==> src/rtl/serv_dbus_ctrl.sv <==
// rtl/serv_dbus_ctrl.sv - Wishbone classic data-bus master for the load/store buffer.
// Optional bus timeout abort is enabled by defining SERV_DBUS_TIMEOUT_EN.
module serv_dbus_ctrl #(
  parameter int TIMEOUT_W = 8
) (
  input  logic        i_clk,
  input  logic        i_rst_n,
  input  logic        i_dbus_req,
  input  logic        i_wen,
  input  logic [31:0] i_adr,
  input  logic        i_word,
  input  logic        i_half,
  input  logic [31:0] i_dat,
  output logic        o_dbus_ack,
  output logic        o_err,
  output logic        o_load,
  output logic [31:0] o_rdt,
  output logic [31:0] o_wb_adr,
  output logic [31:0] o_wb_dat,
  output logic [3:0]  o_wb_sel,
  output logic        o_wb_we,
  output logic        o_wb_cyc,
  input  logic [31:0] i_wb_rdt,
  input  logic        i_wb_ack
);

  localparam logic [1:0] S_IDLE = 2'd0;
  localparam logic [1:0] S_BUS  = 2'd1;
  localparam logic [1:0] S_RESP = 2'd2;

  logic [1:0]  state_q, state_d;
  logic [31:0] adr_q, adr_d;
  logic [31:0] dat_q, dat_d;
  logic [31:0] rdt_q, rdt_d;
  logic [3:0]  sel_q, sel_d;
  logic        we_q, we_d;
  logic        err_q, err_d;
  logic        misalign;
  logic [3:0]  sel_req;
  logic        timeout;
  logic        resp;

  always_comb begin
    misalign = (i_half & i_adr[0]) | (i_word & (i_adr[1:0] != 2'b00));
    if (i_word)
      sel_req = 4'b1111;
    else if (i_half)
      sel_req = i_adr[1] ? 4'b1100 : 4'b0011;
    else
      sel_req = 4'b0001 << i_adr[1:0];
  end

`ifdef SERV_DBUS_TIMEOUT_EN
  logic [TIMEOUT_W-1:0] tmo_q, tmo_d, tmo_inc;

  // Held at zero while idle so every bus cycle starts counting from zero.
  always_comb begin
    tmo_inc = tmo_q + {{(TIMEOUT_W-1){1'b0}}, 1'b1};
    tmo_d   = tmo_q;
    if (state_q == S_IDLE)
      tmo_d = '0;
    else if (state_q == S_BUS)
      tmo_d = tmo_inc;
  end

  assign timeout = (state_q == S_BUS) && (&tmo_inc);

  always_ff @(posedge i_clk) begin
    if (!i_rst_n)
      tmo_q <= '0;
    else
      tmo_q <= tmo_d;
  end
`else
  assign timeout = 1'b0 & (TIMEOUT_W != 0);
`endif

  always_comb begin
    state_d = state_q;
    adr_d   = adr_q;
    dat_d   = dat_q;
    rdt_d   = rdt_q;
    sel_d   = sel_q;
    we_d    = we_q;
    err_d   = err_q;
    case (state_q)
      S_IDLE: begin
        if (i_dbus_req) begin
          adr_d   = {i_adr[31:2], 2'b00};
          dat_d   = i_dat;
          we_d    = i_wen;
          sel_d   = sel_req;
          err_d   = misalign;
          state_d = misalign ? S_RESP : S_BUS;
        end
      end
      S_BUS: begin
        // An ack arriving together with the final count takes priority.
        if (i_wb_ack) begin
          if (!we_q)
            rdt_d = i_wb_rdt;
          err_d   = 1'b0;
          state_d = S_RESP;
        end else if (timeout) begin
          err_d   = 1'b1;
          state_d = S_RESP;
        end
      end
      S_RESP:  state_d = S_IDLE;
      default: state_d = S_IDLE;
    endcase
  end

  always_ff @(posedge i_clk) begin
    if (!i_rst_n) begin
      state_q <= S_IDLE;
      adr_q   <= '0;
      dat_q   <= '0;
      rdt_q   <= '0;
      sel_q   <= '0;
      we_q    <= 1'b0;
      err_q   <= 1'b0;
    end else begin
      state_q <= state_d;
      adr_q   <= adr_d;
      dat_q   <= dat_d;
      rdt_q   <= rdt_d;
      sel_q   <= sel_d;
      we_q    <= we_d;
      err_q   <= err_d;
    end
  end

  assign resp       = (state_q == S_RESP);
  assign o_wb_cyc   = (state_q == S_BUS);
  assign o_dbus_ack = resp;
  assign o_err      = resp & err_q;
  assign o_load     = resp & ~we_q & ~err_q;
  assign o_rdt      = rdt_q;
  assign o_wb_adr   = adr_q;
  assign o_wb_dat   = dat_q;
  assign o_wb_sel   = sel_q;
  assign o_wb_we    = we_q;

endmodule
==> config.mk <==
export PLATFORM = sky130hd
export DESIGN_NAME = serv_dbus_ctrl
export DESIGN_NICKNAME = d
export VERILOG_FILES = /design/src/rtl/serv_dbus_ctrl.sv
export SDC_FILE = /design/constraint.sdc
export NUM_CORES = 1
export LEC_CHECK = 0
export CAP_MARGIN = 30
export CORE_ASPECT_RATIO = 1.2
export CORE_UTILIZATION = 50
export CTS_BUF_LIST = sky130_fd_sc_hd__clkbuf_16
export CTS_CLUSTER_DIAMETER = 150
export DETAILED_ROUTE_END_ITERATION = 8
export DONT_BUFFER_PORTS = 1
export PLACE_DENSITY = 0.72
export SETUP_SLACK_MARGIN = 0.5
export SYNTH_ARGS = -nofsm -noshare
export SYNTH_HDL_FRONTEND = slang
export SYNTH_SLANG_ARGS = --single-unit
==> constraint.sdc <==
create_clock -name i_clk -period 3.1 [get_ports i_clk]
set_clock_uncertainty 0.1 [all_clocks]
set_input_delay 0.155 -clock i_clk [delete_from_list [all_inputs] [get_ports i_clk]]
set_output_delay 0.155 -clock i_clk [all_outputs]
set_load 0.01 [all_outputs]
==> impl_metrics.py, run 1 <==
metrics = {
    "run_status": {
        "status": "stopped before the end",
        "stop_stage": "4_1_cts",
        "first-error": "[ERROR RSZ-0060] Max buffer count reached.",
    },
    "clock_network": {
        "cts-resized-gates": 0,
        "numCtsBuffers": 9,
        "cts_setup_buffers": 0,
        "h-tree-depth": 3,
        "clock-sinks": 102,
        "cts_buffer_depth": 2,
        "ctsHoldBuffers": 108,
        "root_buffer": "clkbuf_16",
    },
    "placement": {
        "gp_congestion": 0.697,
        "pre_cts_slack_ns": 1.11,
        "portBuffers": 0,
        "dp_hpwl_mm": 5.83,
        "placed_area_um2": 3840,
    },
    "die": {
        "rows": 35,
        "pin_count": 208,
        "initial_core_util_pct": 51.2,
        "die_y_um": 99.1,
        "fp.dieW_um": 82.9,
    },
    "synth": {
        "avgSynthCellArea_um2": 8.59,
        "ys_types": 24,
        "ys_ff_latch": 102,
        "syn_inst": 457,
        "yosys_warnings": 0,
        "synthesis.area_um2": 3930,
        "yosysSeqAreaShare_pct": 52.0,
    },
}
==> cell usage after synthesis, drive strengths merged <==
cell,instances,share of area [%]
and2,1,0.16
o21ai,7,0.89
nor3b,3,0.57
a21boi,95,18
inv,3,0.29
o21a,2,0.38
clkbuf,11,1.1
a32oi,1,0.22
and3b,1,0.22
or3b,1,0.22
dfxtp,102,52
a21oi,5,0.73
buf,25,5.2
nand2,191,18
and4bb,1,0.32
nand4bb,1,0.29
nand2b,1,0.16
conb,1,0.096
nor2b,3,0.48
a31oi,2,0.32
==> kinds of logic after synthesis <==
family | synth area share (%)
buffers and inverters | 6.50
other | 0.0955
flip-flops | 52.0
AO/OA/AOI/OAI | 20.7
AND/OR/NAND/NOR | 20.7
==> stage by stage <==
| stage | util, % | cells |
|---|---|---|
| after floorplan | - | 458 |
| after global placement | 50.1 | 518 |
| after detailed placement | 50.1 | 518 |
==> run 2: changes to the inputs <==
==> config.mk (replaced) <==
export PLATFORM = sky130hd
export DESIGN_NAME = serv_dbus_ctrl
export DESIGN_NICKNAME = d
export VERILOG_FILES = /design/src/rtl/serv_dbus_ctrl.sv
export SDC_FILE = /design/constraint.sdc
export NUM_CORES = 1
export LEC_CHECK = 0
export CAP_MARGIN = 30
export CORE_UTILIZATION = 35
export DETAILED_ROUTE_END_ITERATION = 8
export DONT_BUFFER_PORTS = 1
export PLACE_DENSITY_LB_ADDON = 0.15
export SYNTH_ARGS = -nofsm -noshare
export SYNTH_HDL_FRONTEND = slang
export SYNTH_SLANG_ARGS = --single-unit
==> run 2 against run 1 <==
  * Synthesized cell count did not move
  * Area after synthesis did not move
  * The flow now finishes without violations
==> impl_metrics.py, run 2 <==
metrics = {
    "placement": {
        "dp_cells": 566,
        "gp_congestion": 0.719,
        "dp_hpwl_mm": 6.18,
        "portBuffers": 0,
    },
    "clock_network": {
        "h-tree-depth": 3,
        "clock-sinks": 102,
        "clock_latency_ns": 0.35,
        "cts_setup_buffers": 0,
        "cts-resized-gates": 0,
        "cts.clk_slew.worst_paths_ns": 0.09,
        "root_buffer": "clkbuf_8",
        "cts_tree": "done",
        "numCtsBuffers": 9,
        "cts_buffer_depth": 2,
    },
    "finish": {
        "instances_no_fill": 688,
        "drive_gt1_share_pct": 4.38,
        "fillers": 1031,
        "n_antenna_cell": 0,
        "syn_to_final_growth_pct": 31.5,
        "final_common_cell": "nand2_1",
        "layout.nets": 646,
        "final_cell_mix": "nand2_1, dlygate4sd3_1, dfxtp_1, a21boi_1, clkbuf_8",
    },
    "synth": {
        "async_flop_share_pct": 0,
        "synth_edf_count": 0,
        "syn_inst": 457,
        "ys_ff_latch": 102,
        "avgSynthCellArea_um2": 8.59,
        "synthesis.area_um2": 3930,
        "yosysTopAreaCell": "dfxtp_1",
        "yosys_warnings": 0,
        "yosysSeqAreaShare_pct": 52.0,
        "synth.most_common_cell": "nand2_1",
        "yosys-top-cells-area": "dfxtp_1, nand2_1, a21boi_1",
        "ys_types": 24,
        "synth_ff_type": "dfxtp_1",
        "synth_top_area_share_pct": 52.0,
        "synthTopCellsByCount": "nand2_1, dfxtp_1, a21boi_1, buf_4, clkbuf_1",
    },
    "die": {
        "pin_count": 208,
        "initial_core_util_pct": 36.1,
        "die_y_um": 108,
        "die_area_um2": 11600,
        "core_area_um2": 10900,
        "rows": 38,
        "fp.dieW_um": 108,
    },
    "run_status": {
        "status": "finished clean",
    },
    "setup_path": {
        "r2r_start": "o_wb_we",
        "startpoint_type": "flip-flop",
        "reg2reg_depth": 4,
        "critPathKind": "reg -> reg",
        "cp_data_arrival_time_ns": 2.43,
        "crit-reg2reg-capture": "o_rdt[14]",
        "crit_required_ns": 3.30,
        "critPathMaxFanout": 32,
        "critPathCaptureType": "flip-flop",
        "rrSetupSlack_ns": 0.87,
    },
    "sta": {
        "setup_violations": 0,
        "slew_headroom_pct": 52.8,
        "fmax_ghz": 0.449,
        "fin_crit_ns": 2.23,
        "fin_crit_sh_pct": 71.8,
        "setup_tns_ns": 0,
        "tightest_slew_ns": 0.708,
        "hold_viol": 0,
        "rsz0062_at_grt": "false",
        "hold-worst-slack_ns": 0.0287,
        "maxSlewViolCount": 0,
    },
    "global_routing": {
        "antenna_found_initial": 0,
        "grt_max_degree": 100,
        "grt_pass1_wl_mm": 15.7,
        "overflow": 0,
        "grt_pass1_vias": 3259,
        "track_usage_pct": 17.4,
    },
    "detailed_routing": {
        "initialDrtViolationCount": 121,
        "drt_pass1_iterations": 7,
        "wl_mm": 10.2,
        "drc": 0,
        "viasPerCell": 4.76,
        "vias": 3273,
        "routedWlPerCell_um": 14.8,
        "antenna_left": 0,
    },
    "hold_path": {
        "worstHoldStart": "i_wb_ack",
        "hp-class": "in -> reg",
        "hold_path_depth": 2,
        "hold_end": "state_q[1]",
    },
    "power_and_ir_drop": {
        "p_per_area_nw_per_um2": 498,
        "p_total_uw": 2570,
        "leakage_uw": 0.00195,
        "vdd_drop_max_uv": 413,
    },
    "flow_run": {
        "drv_cap": 0,
    },
}
[run 2: cell counts after synthesis]
Identical to the previous run, type by type.
[run 2: critical path, cell delays in order (launching register included)]
cell and delay [ns]:
dfxtp_1 0.41, and4bb_2 0.80, nand2_1 0.13, a21boi_1 0.14, dlygate4sd3_1 0.56
[run 2: cell families after synthesis]
group / count (synthesis) / synth area share (%)
AOI/OAI and AO/OA: 112 / 20.7
buffers and inverters: 39 / 6.50
DFF: 102 / 52.0
other: 1 / 0.0955
and+or+nand+nor: 203 / 20.7
[run 2: stage by stage]
step | instance area (µm²) | utilization (%) | worst slack (ns)
floorplan | 3930 | - | 1.80
global placement | 3900 | 35.8 | 1.24
detailed placement | 3900 | 35.8 | 1.19
CTS | 5160 | 47.4 | 0.925
global route | 5160 | 47.4 | 0.717
finish | 5160 | 47.4 | 0.875
[run 2: how the worst max path moves through the flow]
stage               startpoint  depth (start not counted)  slack, ns            to
floorplan           state_q[1]                          5       1.80       o_wb_we
global placement    state_q[1]                          4       1.24   o_wb_adr[9]
detailed placement  state_q[0]                          4       1.19  o_wb_adr[11]
CTS                    o_wb_we                          4       0.92     o_rdt[15]
global route           o_wb_we                          4       0.72     o_rdt[15]
finish                 o_wb_we                          4       0.87     o_rdt[14]
[run 2: repair_timing]
item | CTS | global route
endpoints found under the setup margin | 0 | 0
hold endpoints to repair | 102 | 0
hold buffers | 106 | 0
[run 2: final cells by class]
type	count	area, µm²	share of cell area, %
clock inverter	3	17.5	0.339
clock buffer	13	169	3.27
multi-input combinational	317	1640	31.7
timing repair buffer	110	1110	21.5
inverter	3	11.3	0.218
tap	140	175	3.39
sequential	102	2040	39.6
[run 2: layer usage]
layer  track usage [%]  vias up  share of wire, %
met5                 0        -                 0
met4              7.93        0               2.7
met3              7.32       21               9.3
met2              30.0      139                48
met1              18.5     1471                40
li1                  -     1642                 -
[run 2: power breakdown]
group / switching (µW) / total [µW] / internal [µW]
registers: 87.9 / 1470 / 1380
clock network: 426 / 782 / 356
logic: 150 / 317 / 166
No activity file was read; power rests on OpenSTA's default activity.
